--- src/rtl/trig_seq_gen_mc.sv ---
// trig_seq_gen_mc: multi-channel trigger sequence generator (Num ticks, Step apart, fanned out to CH_NUM delayed pulse outputs)
// Ports: I_clk/I_Rst_n clock and async active-low reset; I_Trig_in start (rising edge); I_Abort sync abort;
//        I_Trig_Num/I_Trig_Step/I_Pulse_Len/I_Ch_En/I_Ch_Dly sequence setup latched at start;
//        O_Trig per-channel outputs; O_Busy/O_Done status; O_Tick_Cnt ticks issued; O_Ovf sticky overrun flags.
// Optional: define TRIG_GEN_CH_DLY_EN to build per-channel delays and overrun flags (otherwise delay 0, O_Ovf=0).
module trig_seq_gen_mc #(
    parameter int CH_NUM = 17,
    parameter int CNT_W  = 32,
    parameter int DLY_W  = 16,
    parameter int PLEN_W = 8
) (
    input  logic                    I_clk,
    input  logic                    I_Rst_n,
    input  logic                    I_Trig_in,
    input  logic                    I_Abort,
    input  logic [CNT_W-1:0]        I_Trig_Num,
    input  logic [CNT_W-1:0]        I_Trig_Step,
    input  logic [PLEN_W-1:0]       I_Pulse_Len,
    input  logic [CH_NUM-1:0]       I_Ch_En,
    input  logic [CH_NUM*DLY_W-1:0] I_Ch_Dly,
    output logic [CH_NUM-1:0]       O_Trig,
    output logic                    O_Busy,
    output logic                    O_Done,
    output logic [CNT_W-1:0]        O_Tick_Cnt,
    output logic [CH_NUM-1:0]       O_Ovf
);
    localparam logic [1:0] IDLE = 2'd0, RUN = 2'd1, DRAIN = 2'd2, DONE = 2'd3;
    logic [1:0] state, nxt;
    logic trig_q, trig_qq, start, tick, busy_q, done_q;
    logic [CNT_W-1:0] num_r, step_m1, scnt, tcnt;
    logic [PLEN_W-1:0] len_m1;
    logic [CH_NUM-1:0] en_r, ch_idle;
`ifdef TRIG_GEN_CH_DLY_EN
    logic [CH_NUM*DLY_W-1:0] dly_r;
`else
    logic unused_dly;
    assign unused_dly = ^I_Ch_Dly;
    assign O_Ovf = '0;
`endif
    // the edge is taken from the registered copy, so RUN starts one clock after the first high sample
    assign start = state == IDLE && trig_q && !trig_qq && I_Trig_Num != '0 && !I_Abort;
    assign tick  = state == RUN && scnt == '0 && !I_Abort;
    assign O_Busy = busy_q;
    assign O_Done = done_q;
    assign O_Tick_Cnt = tcnt;
    always_comb
        nxt = I_Abort ? IDLE :
              state == IDLE ? (start ? RUN : IDLE) :
              state == RUN ? ((tick && tcnt + CNT_W'(1) == num_r) ? DRAIN : RUN) :
              state == DRAIN ? (&ch_idle ? DONE : DRAIN) : IDLE;
    always_ff @(posedge I_clk or negedge I_Rst_n) begin
        if (!I_Rst_n) begin
            state   <= IDLE;
            trig_q  <= 1'b0;
            trig_qq <= 1'b0;
            busy_q  <= 1'b0;
            done_q  <= 1'b0;
            num_r   <= '0;
            step_m1 <= '0;
            len_m1  <= '0;
            en_r    <= '0;
            scnt    <= '0;
            tcnt    <= '0;
`ifdef TRIG_GEN_CH_DLY_EN
            dly_r   <= '0;
`endif
        end else begin
            trig_q  <= I_Trig_in;
            trig_qq <= trig_q;
            state   <= nxt;
            busy_q  <= nxt != IDLE;
            done_q  <= nxt == DONE;
            if (start) begin
                num_r   <= I_Trig_Num;
                step_m1 <= I_Trig_Step == '0 ? '0 : I_Trig_Step - CNT_W'(1);
                len_m1  <= I_Pulse_Len == '0 ? '0 : I_Pulse_Len - PLEN_W'(1);
                en_r    <= I_Ch_En;
                tcnt    <= '0;
                scnt    <= '0;
`ifdef TRIG_GEN_CH_DLY_EN
                dly_r   <= I_Ch_Dly;
`endif
            end else if (tick) begin
                tcnt <= tcnt + CNT_W'(1);
                scnt <= step_m1;
            end else if (state == RUN && scnt != '0) begin
                scnt <= scnt - CNT_W'(1);
            end
        end
    end
    for (genvar i = 0; i < CH_NUM; i++) begin : g_ch
        logic [PLEN_W-1:0] pcnt;
        logic trig, fire, tick_ch;
        assign tick_ch = tick && en_r[i];
        assign O_Trig[i] = trig;
`ifdef TRIG_GEN_CH_DLY_EN
        logic pend, ovf;
        logic [DLY_W-1:0] dcnt, dly;
        assign dly = dly_r[i*DLY_W +: DLY_W];
        // a new tick overrides a pending fire, so the pending path only fires on non-tick cycles
        assign fire = tick_ch ? dly == '0 : pend && dcnt == '0;
        assign ch_idle[i] = !pend && pcnt == '0;
        assign O_Ovf[i] = ovf;
        always_ff @(posedge I_clk or negedge I_Rst_n) begin
            if (!I_Rst_n) begin
                pend <= 1'b0;
                dcnt <= '0;
                ovf  <= 1'b0;
            end else begin
                if (start)
                    ovf <= 1'b0;
                else if (tick_ch && pend)
                    ovf <= 1'b1;
                if (I_Abort) begin
                    pend <= 1'b0;
                    dcnt <= '0;
                end else if (tick_ch && dly != '0) begin
                    pend <= 1'b1;
                    dcnt <= dly - DLY_W'(1);
                end else if (pend) begin
                    if (dcnt == '0)
                        pend <= 1'b0;
                    else
                        dcnt <= dcnt - DLY_W'(1);
                end
            end
        end
`else
        assign fire = tick_ch;
        assign ch_idle[i] = pcnt == '0;
`endif
        // pcnt holds the clocks remaining after the current high one; a refire reloads it without a gap
        always_ff @(posedge I_clk or negedge I_Rst_n) begin
            if (!I_Rst_n) begin
                trig <= 1'b0;
                pcnt <= '0;
            end else if (I_Abort) begin
                trig <= 1'b0;
                pcnt <= '0;
            end else if (fire) begin
                trig <= 1'b1;
                pcnt <= len_m1;
            end else if (pcnt != '0) begin
                pcnt <= pcnt - PLEN_W'(1);
            end else begin
                trig <= 1'b0;
            end
        end
    end
endmodule

--- config.mk ---
export PLATFORM = sky130hd
export DESIGN_NAME = trig_seq_gen_mc
export DESIGN_NICKNAME = d
export VERILOG_FILES = /design/src/rtl/trig_seq_gen_mc.sv
export SDC_FILE = /design/constraint.sdc
export NUM_CORES = 1
export LEC_CHECK = 0
export ABC_CLOCK_PERIOD_IN_PS = 3900
export BUFFER_PORTS_ARGS = -buffer_cell sky130_fd_sc_hd__buf_2
export CELL_PAD_IN_SITES_DETAIL_PLACEMENT = 1
export CELL_PAD_IN_SITES_GLOBAL_PLACEMENT = 2
export CORE_MARGIN = 2
export CORE_UTILIZATION = 30
export CTS_CLUSTER_DIAMETER = 80
export DETAILED_ROUTE_END_ITERATION = 10
export GPL_TIMING_DRIVEN = 0
export PLACE_DENSITY_LB_ADDON = 0.1
export REMOVE_ABC_BUFFERS = 1
export SKIP_CTS_REPAIR_TIMING = 1
export SLEW_MARGIN = 10
export SYNTH_ARGS = -nofsm -noshare
export SYNTH_HDL_FRONTEND = slang
export SYNTH_SLANG_ARGS = --single-unit
--- constraint.sdc ---
create_clock -name I_clk -period 3.9 [get_ports I_clk]
set_input_delay 0.39 -clock I_clk [delete_from_list [all_inputs] [get_ports I_clk]]
set_output_delay 0.39 -clock I_clk [all_outputs]
set_load 0.05 [all_outputs]
# --- Yosys cells after proc, flatten, opt, wreduce, memory -nomap -nowiden ---
# Cells that the tools add are included.
op_classes:
  add_sub_neg: 21
  mul: 0
  div_mod_pow: 0
  order_cmp: 0
  eq_ne: 21
  n_shift: 0
  n_mux: 116
  bitwise_logic: 0
  n_reduce_logical: 88
ops:
  columns: ["cell", "n"]
  rows:
  - ["$mux W8", 52]
  - ["$mux W32", 6]
  - ["$logic_not A8 Y1", 18]
  - ["$sub A8 B1 Y8 const B", 18]
  - ["$reduce_bool A8 Y1", 17]
  - ["$logic_not A32 Y1", 2]
  - ["$reduce_bool A32 Y1", 2]
  - ["$sub A32 B1 Y32 const B", 2]
  - ["$reduce_bool A3 Y1", 18]
  - ["$mux W1", 53]
  - ["$ne A3 B3 Y1 const B", 17]
  - ["$add A32 B1 Y32 const B", 1]
  - ["$eq A32 B32 Y1", 1]
  - ["$logic_and A1 B1 Y1", 25]
  - ["$reduce_and A17 Y1", 1]
  - ["$mux W2", 5]
  - ["$eq A2 B2 Y1 const B", 2]
  - ["$reduce_bool A2 Y1", 2]
  - ["$eq A2 B1 Y1 const B", 1]
  - ["$logic_not A1 Y1", 2]
  - ["$logic_not A2 Y1", 1]
totals:
  ff_bits: 312
  latch_bits: 0
  mem_bits_rw: 0
  romBits: 0
  output_inout_bits: 68
  n_memories: 0

# --- Depth between registers and ports, before layout ---
# Gate-level depths: netlist of run 1.
logic_depth:
  depth_word: 9
  mapped_depth: 11
  mapped_depth_nobuf: 9

# --- Worst setup path after synthesis of run 1 ---
# No wires, ideal clock.
synth_timing:
  path_type: "register to register"
  startpoint: "register tcnt[0] (netlist: O_Tick_Cnt[0])"
  endpoint: "register state[0]"
  setup_ns: 0.141
  arrival_ns: 2.658
  t_required_ns: 3.759
  setup_slack_ns: 1.101
  path_stages_with_launch: 9
  n_path_buf: 0
  synth_period_minus_slack_ns: 2.799
  path_cell_list: "dfrtp_1 ha_1 nand3_1 nor3_1 nand2_1 xnor2_1 or3_1 nor4bb_1 a221oi_2"
synth_via:
  elab_chain_len: 7
synth_lines:
  columns: ["element", "line", "rtl"]
  rows:
  - ["start: declaration", "30", "logic [CNT_W-1:0] num_r, step_m1, scnt, tcnt;"]
  - ["start signal: assignment", "84", "tcnt <= tcnt + CNT_W'(1);"]
  - ["$add A32 B1 Y32", "49", "state == RUN ? ((tick && tcnt + CNT_W'(1) == num_r) ? DRAIN : RUN) :"]
  - ["$eq A32 B32 Y1", "49", null]
  - ["$logic_and A1 B1 Y1", "49", null]
  - ["$mux W2 (2 in series)", "49", null]
  - ["$mux W2", "48", "state == IDLE ? (start ? RUN : IDLE) :"]
  - ["$mux W2", "47", "nxt = I_Abort ? IDLE :"]
  - ["via nxt[0]", "28", "logic [1:0] state, nxt;"]
  - ["end signal: assignment", "70", "state <= nxt;"]
  - ["end: declaration", "28", null]
# The timed path passes the listed nets, and every way through them passes these cells.
# A chain may end at the register's enable or synchronous reset.

# --- Final worst setup path of run 1 ---
# Same ends and word-level chain as after synthesis.

==> impl_results.md, run 1 <==
* Root buf cell: clkbuf_16
* Post-route clock period utilization at 93.57%
* CTS tree: yes
* Worst Tran Pin Value at 1256 ps
* Htree depth at 2
* Final net count at 2,594
* Placed inst area at 0.01955 mm²
* Synth cell count leaders: nand2_1 (430), dfrtp_1 (312), o21ai_0 (168)
* Fin util at 35.32%
* Routed wire length per instance at 19.87 µm
* Crit path kind: flip-flop to flip-flop
* Post-Syn Area at 0.01805 mm²
* WP data required at 4330 ps
* Register area share after synthesis at 43.25%
* GRT Resource Usage Total at 19.32%
* Pre-CTS setup slack at -209.1 ps
* Outcome: finished, final reports clean
* Worst vdd ir at 0.2645 mV
* Unrepaired setup endpoints after global routing: no
* R2r setup slk at 250 ps
* Area grow syn2layout at 15.92%
* Rel. slew slack at 16.30%
* CTS sink cnt at 312
* Worst hold margin at 19.46 ps
* Number of global-route vias before repair at 16,040
* PD cells at 696.5 mW/mm²
* YS warnings at 0
* Core footprint at 0.05924 mm²
* Drc violations at 0
* Netlist cell types at 72
* Syn_area_per_cell at 8.560 µm²
* First-pass GRT wire length at 94,960 µm
* Crit Path Max Fanout at 8
* WL final at 59,480 µm
* Cells after Synth at 2,109
* Via-to-Cell Ratio at 5.103
* Worst Hold Class: input port to flip-flop
* Setup TNS at 0 ps
* Die height at 249.3 µm
* Drt pass-1 iters at 4
* Via Count at 15,280
* Post-synth EDFFs at 0
* Clk_skew at 28.67 ps
* Post-route cell area at 0.02093 mm²
* Final Power at 14.57 mW
* Post-route ant nets at 0
* Main area contributors after synthesis: dfrtp_1 (43%), nand2_1 (8.9%), xnor2_1 (5.9%)
* CTS Buf Count at 41
* Asr flop ratio synth at 100.0%
* Final cell count without fillers at 2,994
* Clk_lat worst skew at 570 ps
* Final setup vio count at 0
* Die width at 249.3 µm
* Initial antenna violation count at 6
* Worst-path clk slew at 60 ps
* Post-route setup slack at 250.9 ps
* Arrival time worst endpoint at 4080 ps
* Number of synthesized register bits at 312
* Final Hold Viols at 0
* Min Clock Period, post-route at 3649 ps
* DP Wirelength at 41,630 µm
* CP startpoint kind: flip-flop
* Largest net degree at the start of global routing at 99
* Post-synth top area share at 43.25%
* GRT overflow at 0
* Max cap viols at 0
* Fmax achieved at 0.2740 GHz
* Top_reg_cell synth: dfrtp_1
* # rows at 89
* Die Area at 0.06215 mm²
* DR iter-0 viols at 665
* Leakage at 9.659 nW
* Most common cell in the netlist: nand2_1
* Cell accounting for the most synthesized area: dfrtp_1
* Setup crit end kind: flip-flop
* Final Max Slew Viols at 0
* I/O Buffers at 143
* Clock buffer depth at 3
* Fraction of layout cells with a size suffix above 1 at 12.00%
* IO Pins at 433
* Initial Util at 30.47%
* DP Cell Count at 2,918
* Placer congestion estimate at 0.7801
-- power breakdown --
group          leakage (nW)  switching, mW  internal (mW)
sequential             4.09           1.11           4.18
clock                 0.651           1.49           2.31
combinational          4.91           3.07           2.42
-- final timing paths --
kind,startpoint,cells after the start,endpoint
max in group asynchronous,I_Rst_n,4,step_m1[14]
worst min register to register,trig_q,0,trig_qq
worst min-delay path,I_Trig_Num[11],3,num_r[11]
min in group asynchronous,I_Rst_n,2,g_ch[5].pcnt[5]
worst max register to register,O_Tick_Cnt[0],8,state[0]
worst max-delay path,O_Tick_Cnt[0],8,state[0]
-- area by class of cell --
| cell class | instances | area, µm² |
|---|---|---|
| clock inverter | 9 | 123.9 |
| clock buffer | 59 | 1196 |
| inverter | 52 | 195.2 |
| antenna | 4 | 10.01 |
| multi-input combinational | 1614 | 9425 |
| timing repair buffer | 171 | 1196 |
| fill | 6974 | 38320 |
| tap | 773 | 967.2 |
| sequential | 312 | 7812 |
-- registers in the layout, summed over array words and instances (netlist names) --
register and count:
len_m1 8, g_ch.pcnt 136, en_r 17, state 2
O_Done 1, step_m1 32, O_Busy 1, num_r 32
trig_q 1, trig_qq 1, O_Tick_Cnt 32, g_ch.trig 17
scnt 32
-- cell usage in the layout (no fill, tap or decap), drive strengths merged, types with 9 or more instances in the layout --
master	count
nand2	430
dfrtp	312
o21ai	169
buf	169
nor2	138
xnor2	122
nand3	116
xor2	88
nor3	79
clkbuf	59
nor4	56
inv	53
a21o	47
a21oi	41
ha	37
nand4	29
o31ai	25
and2	24
a31oi	21
conb	17
nor3b	17
or3	16
or4	16
a211o	12
and3	12
nor4b	12
nor2b	9
and4	9
-- layer usage --
| metal | wire length [µm] | share of wire [%] | GRT usage [%] |
|---|---|---|---|
| met2 | 26710 | 45 | 30.80 |
| met1 | 28570 | 48 | 26.64 |
| met4 | 978 | 1.6 | 4.303 |
| met3 | 3213 | 5.4 | 4.378 |
| met5 | 8 | 0.013 | 0 |
-- worst max-delay path: stages, from the launching register on --
cell and delay [ps]:
dfrtp_1 490, ha_1 410, nand3_1 370, nor3_1 770
nand2_1 270, xnor2_1 240, or3_1 410, nor4bb_1 440
a221oi_2 100
-- cell families after synthesis --
| family | share of synthesized area (%) |
|---|---|
| simple gates | 26.33 |
| compound gates | 12.20 |
| flops | 43.25 |
| xor+xnor | 10.19 |
| buf+inv | 5.171 |
| fa+ha+maj | 2.564 |
| mux | 0.2772 |
| other cells | 0.02077 |
Note: power is estimated with default switching activity, not from simulation.
==> run 2: changes to the inputs <==
- MAX_ROUTING_LAYER: not set -> met4
==> run 2 against run 1 <==
Effect of this change: critical path depth is the same; fmax grew 0.83%; global-route usage grew 0.59 points; via count is essentially flat; wire length is essentially flat; non-clock buffer count is the same; clock power is essentially flat; sequential power is essentially flat.
==> impl_results.md, run 2 (same netlist as run 1, synthesis figures left out) <==
* Unrepaired setup endpoints after global routing: no (unchanged)
* Clk_skew at 25.57 ps (was 28.67 ps)
* Clock network power share at 26.1% (about the same)
* Reg-to-Reg Start: O_Tick_Cnt[0] (unchanged)
* Root buf cell: clkbuf_16 (unchanged)
* Number of global-route vias before repair at 16,030 (was 16,040)
* CTS sink cnt at 312 (unchanged)
* R2R Path End: state[0] (unchanged)
* Worst hold margin at 18.37 ps (was 19.46 ps)
* DR iter-0 viols at 688 (was 665)
* Cell Int Power at 8.906 mW (about the same)
* Worst-path clk slew at 60 ps (about the same)
* Final net count at 2,594 (unchanged)
* Outcome: finished, final reports clean (unchanged)
* IO Pins at 433 (unchanged)
* Final Max Slew Viols at 0 (unchanged)
* Die height at 249.3 µm (unchanged)
* Pre-CTS setup slack at -209.1 ps (unchanged)
* Clock buffer depth at 3 (unchanged)
* Crit path kind: flip-flop to flip-flop (unchanged)
* Final setup vio count at 0 (unchanged)
* Min Clock Period, post-route at 3619 ps (was 3649 ps)
* DP Wirelength at 41,630 µm (unchanged)
* Worst Tran Pin Value at 1267 ps (was 1256 ps)
* CTS Buf Count at 41 (unchanged)
* # rows at 89 (unchanged)
* GRT Resource Usage Total at 19.91% (was 19.32%)
* Routed wire length per instance at 19.88 µm (was 19.87 µm)
* Max reg flops at 136 (unchanged)
* Worst vdd ir at 0.2628 mV (was 0.2645 mV)
* Most common cell after layout, fill and taps aside: nand2_1 (unchanged)
* Combinational power share at 37.7% (about the same)
* Crit Path Max Fanout at 8 (unchanged)
* R2R cell count at 8 (unchanged)
* CP startpoint kind: flip-flop (unchanged)
* Max cap viols at 0 (unchanged)
* Met2 routed WL at 26,670 µm (was 26,710 µm)
* FILL cells at 6,976 (was 6,974)
* Final cell count without fillers at 2,994 (unchanged)
* Setup TNS at 0 ps (unchanged)
* R2r setup slk at 280 ps (was 250 ps)
* Via Count at 15,260 (was 15,280)
* CP startpoint: O_Tick_Cnt[0] (unchanged)
* Post-route ant nets at 0 (unchanged)
* Max layer used: met4 (was met5)
* Initial antenna violation count at 6 (unchanged)
* Fraction of layout cells with a size suffix above 1 at 12.00% (unchanged)
* CP Capture Point: state[0] (unchanged)
* DP Cell Count at 2,918 (unchanged)
* First-pass GRT wire length at 94,990 µm (was 94,960 µm)
* PD cells at 696.8 mW/mm² (was 696.5 mW/mm²)
* Top reg by flops: g_ch.pcnt (unchanged)
* Die Area at 0.06215 mm² (unchanged)
* Most frequent cells in the layout: nand2_1 (429), dfrtp_1 (308), o21ai_0 (167) (unchanged)
* Fmax achieved at 0.2763 GHz (was 0.2740 GHz)
* I/O Buffers at 143 (unchanged)
* Core footprint at 0.05924 mm² (unchanged)
* Clk_lat worst skew at 570 ps (about the same)
* Final Hold Viols at 0 (unchanged)
* Rel. slew slack at 15.52% (was 16.30%)
* CTS tree: yes (unchanged)
* Arrival time worst endpoint at 4050 ps (was 4080 ps)
* Initial Util at 30.47% (unchanged)
* WL met1 at 28,960 µm (was 28,570 µm)
* Drc violations at 0 (unchanged)
* Die width at 249.3 µm (unchanged)
* Setup crit end kind: flip-flop (unchanged)
* Area occupied by multi-input gates at 0.009425 mm² (unchanged)
* DR WL met3 at 2878 µm (was 3213 µm)
* Fin util at 35.32% (unchanged)
* Htree depth at 2 (unchanged)
* Area grow syn2layout at 15.92% (unchanged)
* Sequential share of power at 36.2% (about the same)
* Worst Hold Class: input port to flip-flop (unchanged)
* Post-route cell area at 0.02093 mm² (unchanged)
* HP Start: I_Trig_Num[11] (unchanged)
* GRT overflow at 0 (unchanged)
* Post-route clock period utilization at 92.80% (was 93.57%)
* Final Power at 14.58 mW (was 14.57 mW)
* Psw at 5.675 mW (was 5.669 mW)
* WL final at 59,510 µm (was 59,480 µm)
* Drt pass-1 iters at 5 (was 4)
* Leakage at 9.659 nW (unchanged)
* Sw Share at 38.92% (was 38.89%)
* FF/Latch Area at 0.007812 mm² (unchanged)
* Placer congestion estimate at 0.7908 (was 0.7801)
* Placed inst area at 0.01955 mm² (unchanged)
* WP data required at 4330 ps (about the same)
* Post-route setup slack at 280.9 ps (was 250.9 ps)
* Largest net degree at the start of global routing at 99 (unchanged)
* Via-to-Cell Ratio at 5.098 (was 5.103)
[run 2: cell counts in the layout (fill, tap and decap cells not counted)]
No cell type changed its count.
[run 2: worst min path at each step]
stage | endpoint | slack (ps) | depth (start not counted)
after global routing | en_r[12] | 4 | 3
final | num_r[11] | 20 | 3
after floorplan | O_Busy | 90 | 0
after CTS | g_ch[5].pcnt[7] | -190 | 1
after global placement | trig_qq | 370 | 0
after detailed placement | trig_qq | 400 | 0
[run 2: routing by layer]
layer | vias up | global-route usage [%]
li1 | 7384 | -
met1 | 7585 | 26.74
met2 | 226 | 30.80
met3 | 67 | 4.263
met4 | 0 | 4.303
met5 | - | -
[run 2: area by class of cell]
class,instances,share of cell area [%]
multi-input combinational,1614,45.04
tap,773,4.622
inverter,52,0.9327
clock inverter,9,0.5919
timing repair buffer,171,5.716
clock buffer,59,5.716
antenna,4,0.04783
sequential,312,37.33
[run 2: power groups by stage]
stage | sequential [mW] | combinational (mW) | clock [mW]
final | 5.28 | 5.50 | 3.80
after global placement | 5.32 | 5.38 | 0
after global routing | 5.45 | 6.35 | 4.06
after CTS | 5.30 | 5.57 | 3.95
after detailed placement | 5.34 | 5.52 | 0
after floorplan | 4.96 | 4.38 | 0
[run 2: worst max-delay path: stages, from the launching register on]
cell and delay [ps]:
dfrtp_1 480, ha_1 410, nand3_1 360, nor3_1 770, nand2_1 280, xnor2_1 230, or3_1 400, nor4bb_1 440
a221oi_2 100
